File: src/rtl/fetch_aligner.sv
// Fetch-to-decode aligner: queues fetch blocks as halfwords and presents one
// 16- or 32-bit instruction per handshake with its PC; redirects drop stale blocks.
module fetch_aligner #(
  parameter int unsigned FETCH_BYTES = 4,
  parameter int unsigned QUEUE_HW    = 8,
  parameter logic [31:0] RESET_PC    = 32'h0000_0000,
  parameter bit          C_EN        = 1'b1
) (
  input  logic                     clk,
  input  logic                     rst_n,
  input  logic                     fetch_valid_i,
  output logic                     fetch_ready_o,
  input  logic [31:0]              fetch_addr_i,
  input  logic [8*FETCH_BYTES-1:0] fetch_data_i,
  input  logic                     flush_i,
  input  logic [31:0]              flush_pc_i,
  output logic                     instr_valid_o,
  input  logic                     instr_ready_i,
  output logic [31:0]              instr_o,
  output logic [31:0]              instr_pc_o,
  output logic                     instr_compressed_o,
  output logic                     instr_illegal_o
);

  localparam int unsigned N  = FETCH_BYTES / 2;
  localparam int unsigned PW = $clog2(QUEUE_HW);
  localparam int unsigned CW = $clog2(QUEUE_HW + 1);
  localparam int unsigned SW = $clog2(N);
  localparam logic [31:0] ALIGN_MASK = ~(32'(FETCH_BYTES) - 32'd1);

  logic [15:0]   mem [QUEUE_HW];
  logic [PW-1:0] rd_q, wr_q;
  logic [CW-1:0] count_q;
  logic [31:0]   pc_q, exp_q;
  logic [SW-1:0] skip_q;

  logic [15:0]   hw0, hw1;
  logic          is_c, push, pop;
  logic [CW-1:0] push_n, pop_n;

  assign hw0 = mem[rd_q];
  assign hw1 = mem[rd_q + PW'(1)];
  assign is_c = C_EN && (hw0[1:0] != 2'b11);

  assign fetch_ready_o = !flush_i && ((CW'(QUEUE_HW) - count_q) >= CW'(N));
  assign instr_valid_o = !flush_i &&
                         (((count_q != '0) && is_c) || (count_q >= CW'(2)));

  assign instr_o            = is_c ? {16'h0000, hw0} : {hw1, hw0};
  assign instr_pc_o         = pc_q;
  assign instr_compressed_o = is_c;
  assign instr_illegal_o    = !C_EN && (hw0[1:0] != 2'b11);

  // Blocks not at the expected address are consumed but never pushed.
  assign push   = fetch_valid_i && fetch_ready_o && (fetch_addr_i == exp_q);
  assign pop    = instr_valid_o && instr_ready_i;
  assign push_n = push ? (CW'(N) - CW'(skip_q)) : '0;
  assign pop_n  = pop ? (is_c ? CW'(1) : CW'(2)) : '0;

  // Storage carries no reset; validity is tracked solely by count_q.
  always_ff @(posedge clk) begin
    if (push) begin
      for (int i = 0; i < int'(N); i++) begin
        if (i >= int'(skip_q)) begin
          mem[wr_q + PW'(i - int'(skip_q))] <= fetch_data_i[16*i +: 16];
        end
      end
    end
  end

  always_ff @(posedge clk or negedge rst_n) begin
    if (!rst_n) begin
      rd_q    <= '0;
      wr_q    <= '0;
      count_q <= '0;
      pc_q    <= RESET_PC;
      exp_q   <= RESET_PC & ALIGN_MASK;
      skip_q  <= RESET_PC[SW:1];
    end else if (flush_i) begin
      rd_q    <= '0;
      wr_q    <= '0;
      count_q <= '0;
      pc_q    <= flush_pc_i;
      exp_q   <= flush_pc_i & ALIGN_MASK;
      skip_q  <= flush_pc_i[SW:1];
    end else begin
      if (push) begin
        wr_q   <= wr_q + PW'(push_n);
        skip_q <= '0;
        exp_q  <= exp_q + 32'(FETCH_BYTES);
      end
      if (pop) begin
        rd_q <= rd_q + PW'(pop_n);
        pc_q <= pc_q + (is_c ? 32'd2 : 32'd4);
      end
      count_q <= count_q + push_n - pop_n;
    end
  end

endmodule

File: config.mk
export PLATFORM = sky130hd
export DESIGN_NAME = fetch_aligner
export DESIGN_NICKNAME = d
export VERILOG_FILES = /design/src/rtl/fetch_aligner.sv
export SDC_FILE = /design/constraint.sdc
export NUM_CORES = 1
export LEC_CHECK = 0
export ABC_AREA = 1
export CAP_MARGIN = 20
export CORE_ASPECT_RATIO = 1.2
export CORE_MARGIN = 2
export CORE_UTILIZATION = 58
export DETAILED_ROUTE_END_ITERATION = 12
export PLACE_DENSITY = 0.82
export RECOVER_POWER = 25
export SLEW_MARGIN = 20
export SYNTH_ARGS = -nofsm -noshare
export SYNTH_HDL_FRONTEND = slang
export SYNTH_SLANG_ARGS = --single-unit
File: constraint.sdc
create_clock -name clk -period 4.4 [get_ports clk]
set_input_delay 0.66 -clock clk [delete_from_list [all_inputs] [get_ports clk]]
set_output_delay 0.66 -clock clk [all_outputs]
set_load 0.005 [all_outputs]
* Yosys cells after proc, flatten, opt, wreduce, memory -nomap -nowiden
Memories as Yosys holds them, arrays and structs flattened.
Index checks and enable logic that the tools add are counted.
** Cells by class
- Add/subtract/negate cells :: 13
- $lt $le $gt $ge :: 3
- Eq/ne operators :: 2
- Muxes and demuxes :: 21
- Reductions and logical operators :: 11
** Operators by type and width (count)
- 32-bit 2-to-1 mux :: 5
- 32-bit by 3-bit adder with 32-bit output :: 1
- 32-bit by 3-bit adder with 32-bit output (second input constant) :: 1
- 32-bit equality test :: 1
- 3-bit 2-to-1 mux :: 5
- 3-bit adder :: 3
- 4-bit by 2-bit >= comparator with 1-bit output (second input constant) :: 2
- 4-bit 2-to-1 mux :: 2
- 1-bit 2-to-1 mux :: 7
- 1-bit logical AND :: 6
- 4-bit adder :: 1
- 2-bit 2-to-1 mux :: 2
- 2-bit nonzero test :: 2
- 4-bit nonzero test :: 1
- 1-bit by 1-bit subtractor with 2-bit output (first input constant) :: 2
- 4-bit by 2-bit subtractor with 4-bit output :: 1
- 4-bit subtractor (first input constant) :: 1
- 3-bit by 1-bit adder with 3-bit output (second input constant) :: 1
- 3-bit by 2-bit adder with 3-bit output :: 1
- 2-bit by 1-bit subtractor with 3-bit output (first input constant) :: 1
- 2-bit != test (second input constant) :: 1
- 1-bit >= comparator (first input constant) :: 1
- 1-bit logical NOT :: 1
- 1-bit logical OR :: 1
** Storage, ports and cells
- Register bits after elaboration :: 75
- Memory bits (writable) :: 128
- Bits of input ports :: 101
- Output and inout bits :: 68
- Word-level logic and storage cells :: 57
- Memories kept :: 1
** Memories
- mem :: words 8, bits a word 16, read ports 2, clocked after Yosys merged registers in 0, wr ports 2, RTL line 31 : logic [15:0] mem [QUEUE_HW];

* Logic depth before layout (Yosys ltp)
An unclocked memory read counts as a cell.
- Depth in word-level cells :: 10
- Gate-level depth with buffers :: 25

* Worst setup path after synthesis
No wires, ideal clock.
- Path kind :: flip-flop to flip-flop
- From :: reg rd_q[0]
- To :: reg pc_q[25], in the netlist instr_pc_o[25]
- Setup time :: 0.066 ns
- Data arrival time :: 3.309 ns
- Setup slack :: 1.025 ns
- Cell stages (with the launch flop) :: 25
- Buffers on the path :: 4
- Path through :: dfrtp_1 > buf_4 > inv_2 > buf_4 > nand2_1 > nand3_1 > nand2_1 > nand2_1 > nand2_1 > nand2_1 > buf_2 > buf_1 > ha_1 > inv_1 > fa_1 > inv_1 > nand2_1 > nor2_1 > nand2_1 > nor3_1 > xor2_1 > nand2_1 > nand2_1 > nand2_1 > nand2_1
** Between the ends
- Word-level cells in the longest chain between the ends :: 7
- Elaborated cells between the ends (all ways) :: 11
** Ends and longest elaborated chain
- start: declaration :: RTL line 32 : logic [PW-1:0] rd_q, wr_q;
- start signal: assignment :: RTL line 93 : rd_q <= rd_q + PW'(pop_n);
- memory read 8 x 16 bit *
- 2-bit != test * :: RTL line 43 : assign is_c = C_EN && (hw0[1:0] != 2'b11);
- via instr_compressed_o :: RTL line 21 : output logic instr_compressed_o,
- parallel branches: the longest is 5 deep, another holds 32-bit by 3-bit adder with 32-bit output
- end signal: assignment :: RTL line 83 : pc_q <= flush_pc_i;
- end signal: assignment :: RTL line 94 : pc_q <= pc_q + (is_c ? 32'd2 : 32'd4);
- end: declaration :: RTL line 34 : logic [31:0] pc_q, exp_q;
Mark *: on every way through the listed nets, which the timed path passes. The select of a mux whose other input is x is not followed.
A chain may end at the register's enable or synchronous reset.

* Worst setup path in the final report
- From :: reg rd_q[0]
- To :: out instr_o[26]
** Between the ends
- Word-level cells in the longest chain between the ends :: 3
- Elaborated cells between the ends (all ways) :: 4
** Ends and longest elaborated chain
- 3-bit by 1-bit adder with 3-bit output or memory read 8 x 16 bit (tied branches)
- memory read 8 x 16 bit *
- 32-bit 2-to-1 mux * :: RTL line 49 : assign instr_o = is_c ? {16'h0000, hw0} : {hw1, hw0};
- end: declaration :: RTL line 19 : output logic [31:0] instr_o,
Every way passes the cells marked *; elsewhere a longest branch is shown, timed or not.

==> impl_metrics.env <==
export IMPL_status="finished with violations"
export IMPL_critPathBufInv=3
export IMPL_ys_seq_area_share_pct=38.7
export IMPL_min_period_ns=4.06
export IMPL_stdcell_count=2491
export IMPL_worstPathRequired_ns=3.74
export IMPL_placed_cells=2452
export IMPL_ir_worst_vdd_uv=270
export IMPL_max_freq_mhz=246
export IMPL_finalSetupTns_ns=0
export IMPL_start_util_pct=59.2
export IMPL_firstDrtPassIters=6
export IMPL_die_area_sq_mm=0.0266
export IMPL_syn_inst=2090
export IMPL_hp_class="flop to flop"
export IMPL_drv_cap=2
export IMPL_numPortBuffers=167
export IMPL_drtIter0Drc=1583
export IMPL_post_cts_setup_buffers=0
export IMPL_total_power_uw=6180
export IMPL_fin_nets=2274
export IMPL_critPathKind="flop to output pin"
export IMPL_clk_path_buf_depth=3
export IMPL_crit_arrival_ns=3.40
export IMPL_post_cts_resized=0
export IMPL_clk_transition_reported_paths_ns=0.06
export IMPL_cp_top_family="buffers and inverters"
export IMPL_drv_slew=133
export IMPL_globalplace_congestion=0.975
export IMPL_synth_most_common_cell="nand2_1"
export IMPL_grt_pass1_vias=14497
export IMPL_worstSetupStartpointType="flop"
export IMPL_syn_to_final_growth_pct=15.7
export IMPL_hpwl_um=34100
export IMPL_critical_path_slowest_cell="dfrtp_2"
export IMPL_cts_root_buf="clkbuf_16"
export IMPL_dp_slack_ns=0.774
export IMPL_p_seq_share_pct=38.3
export IMPL_ctsHoldBuffers=0
export IMPL_endpoint_kind="output pin"
export IMPL_p_sw_uw=2180
export IMPL_final_layout_size_suffix_gt1_share_pct=4.48
export IMPL_slowest_delay_ns=0.52
export IMPL_numCtsBuffers=21
export IMPL_setup_ws_ns=0.342
export IMPL_p_per_area_mw_per_mm2=364
export IMPL_min_period_over_period_pct=92.2
export IMPL_ys_warn_count=0
export IMPL_grt_usage_pct=37.0
export IMPL_combPwrFrac_pct=31.3
export IMPL_antenna_found_initial=4
export IMPL_rsz0062_at_grt="false"
export IMPL_netlist_area_leader_share_pct=26.2
export IMPL_grt_max_degree=98
export IMPL_synth_cell_types=39
export IMPL_cts_tree="done"
export IMPL_clockPowerShare_pct=30.3
export IMPL_synth_seq_cells=201
export IMPL_failed_checks="capacitance limit, slew limit"
export IMPL_p_int_uw=4000
export IMPL_die_h_um=178
export IMPL_synth_area_leaders="edfxtp_1 (26%), nand2_1 (17%), dfrtp_1 (12%), nor2_1 (7.7%), nand4_1 (6.7%)"
export IMPL_fin_skew_ns=0.0124
export IMPL_worstPathCellList="ha_1 -> inv_1 -> buf_4 -> o21ai_0 -> o221ai_1 -> o31ai_1 -> nor2_1 -> clkdlybuf4s50_1"
export IMPL_core_area_sq_mm=0.0248
export IMPL_async_flop_share_pct=36.3
export IMPL_synth_common_cells="nand2_1 (668), nor2_1 (302), nand4_1 (157)"
export IMPL_num_vias=15238
export IMPL_worst_slew_pin_slew_ns=2.47
export IMPL_via_per_inst=6.12
export IMPL_syn_area_sq_mm=0.0147
export IMPL_grt_pass1_wl_um=76500
export IMPL_routedWlPerCell_um=19.9
export IMPL_synthesis_nets=2213
export IMPL_synth_largest_area_cell="edfxtp_1"
export IMPL_ys_flop_type="edfxtp_1"
export IMPL_leakage_uw=0.00743
export IMPL_pin_count=169
export IMPL_ant_nets=0
export IMPL_setup_viol=0
export IMPL_crit_fanout=24
export IMPL_synth_edff_count=128
export IMPL_cts_htree_levels=1
export IMPL_die_x_um=149
export IMPL_hold_violations=0
export IMPL_cts_sinks=201
export IMPL_drc=0
export IMPL_overflow=0
export IMPL_slew_headroom_pct=-64.9
export IMPL_clock_latency_ns=0.51
export IMPL_totalWireLength_um=49600
export IMPL_p_sw_share_pct=35.2
export IMPL_rows=63
export IMPL_syn_area_per_cell_sq_um=7.01
==> worst paths after layout <==
kind                       slack (ns)  depth (start not counted)       endpoint     startpoint
hold / removal                   0.47                          2  instr_pc_o[0]  instr_pc_o[0]
setup / recovery                 0.34                          8    instr_o[26]        rd_q[0]
hold reg to reg                  0.47                          2  instr_pc_o[0]  instr_pc_o[0]
min in group asynchronous        0.66                          1      exp_q[16]          rst_n
max in group asynchronous        2.46                          1        rd_q[0]          rst_n
setup reg to reg                 0.79                         10      mem[5][9]       exp_q[2]
==> area by class of cell <==
type | instances | area (sq um)
clock buffers | 23 | 533
diodes | 2 | 5.00
fillers | 2118 | 7800
flip-flops and latches | 201 | 5670
repair buffers | 212 | 1990
clock inverters | 13 | 171
well taps | 325 | 407
multi-input cells | 1611 | 7780
inverters | 104 | 393
==> through the flow <==
step	util [%]	cell area [sq um]	hold WS (ns)
after CTS	68.5	17000	0.349
after global routing	68.5	17000	0.506
final	68.5	17000	0.474
after detailed placement	65.7	16300	0.470
after floorplan	-	14700	0.364
after global placement	65.7	16300	0.456
==> layout by cell type (no fill, tap or decap), types with 2 or more instances in the layout <==
| cell type | synthesis | routed |
|---|---|---|
| nand2_1 | 668 | 668 |
| nor2_1 | 302 | 302 |
| nand4_1 | 157 | 157 |
| o21ai_0 | 152 | 152 |
| clkdlybuf4s50_1 | 0 | 132 |
| edfxtp_1 | 128 | 128 |
| inv_1 | 100 | 100 |
| nand3_1 | 94 | 95 |
| dfrtp_1 | 73 | 72 |
| xor2_1 | 50 | 50 |
| buf_4 | 8 | 40 |
| dlygate4sd3_1 | 0 | 33 |
| nor3_1 | 30 | 30 |
| xnor2_1 | 26 | 25 |
| clkbuf_16 | 0 | 21 |
| a21oi_1 | 19 | 19 |
| ha_1 | 16 | 16 |
| o22ai_1 | 15 | 15 |
| a31oi_1 | 15 | 15 |
| o221ai_1 | 14 | 14 |
| o31ai_1 | 14 | 14 |
| nand3_2 | 10 | 9 |
| clkbuf_1 | 86 | 7 |
| clkinv_2 | 0 | 6 |
| fa_1 | 6 | 6 |
| nand3b_1 | 5 | 5 |
| nor2_2 | 6 | 4 |
| bufinv_16 | 0 | 4 |
| diode_2 | 0 | 2 |
| or2_2 | 2 | 2 |
| inv_2 | 3 | 2 |
| nor2_4 | 0 | 2 |
| a311oi_1 | 2 | 2 |
| clkinv_1 | 1 | 2 |
| clkinvlp_4 | 0 | 2 |
==> layer usage <==
metal / up-vias / global-route usage, % / wire length, um
li1: 7074 / - / -
met1: 6975 / 43.4 / 17500
met2: 978 / 63.5 / 24000
met3: 207 / 5.83 / 4830
met4: 4 / 23.1 / 3290
met5: - / 0 / 19
==> power groups by stage <==
stage | clock [uW] | combinational (uW) | sequential, uW
floorplan | 0 | 1220 | 2310
global placement | 0 | 1860 | 2400
detailed placement | 0 | 1920 | 2400
CTS | 1880 | 1930 | 2360
global route | 1960 | 2140 | 2380
finish | 1870 | 1940 | 2370
==> worst register-to-register path: cells and delay by family, from the launching register on <==
kind                   cells  cell delay, ns
flip-flops                 1            0.50
XOR/XNOR                   1            0.31
AND/OR/NAND/NOR            7            0.89
buffers and inverters      2            1.54
==> cell families after synthesis <==
family	count (synthesis)	synth area share, %
and+or+nand+nor	1280	37.3
buffers and inverters	278	8.37
AOI/OAI and AO/OA	232	8.85
DFF	201	38.7
xor gates and xnor gates	76	4.54
adders and majority gates	22	2.19
other	1	0.0256
==> flip-flops by register name, indices dropped and copies added (netlist names) <==
name        flops
count_q         4
exp_q          30
instr_pc_o     32
mem           128
rd_q            3
skip_q          1
wr_q            3
Power figures use the tool's default switching activity.
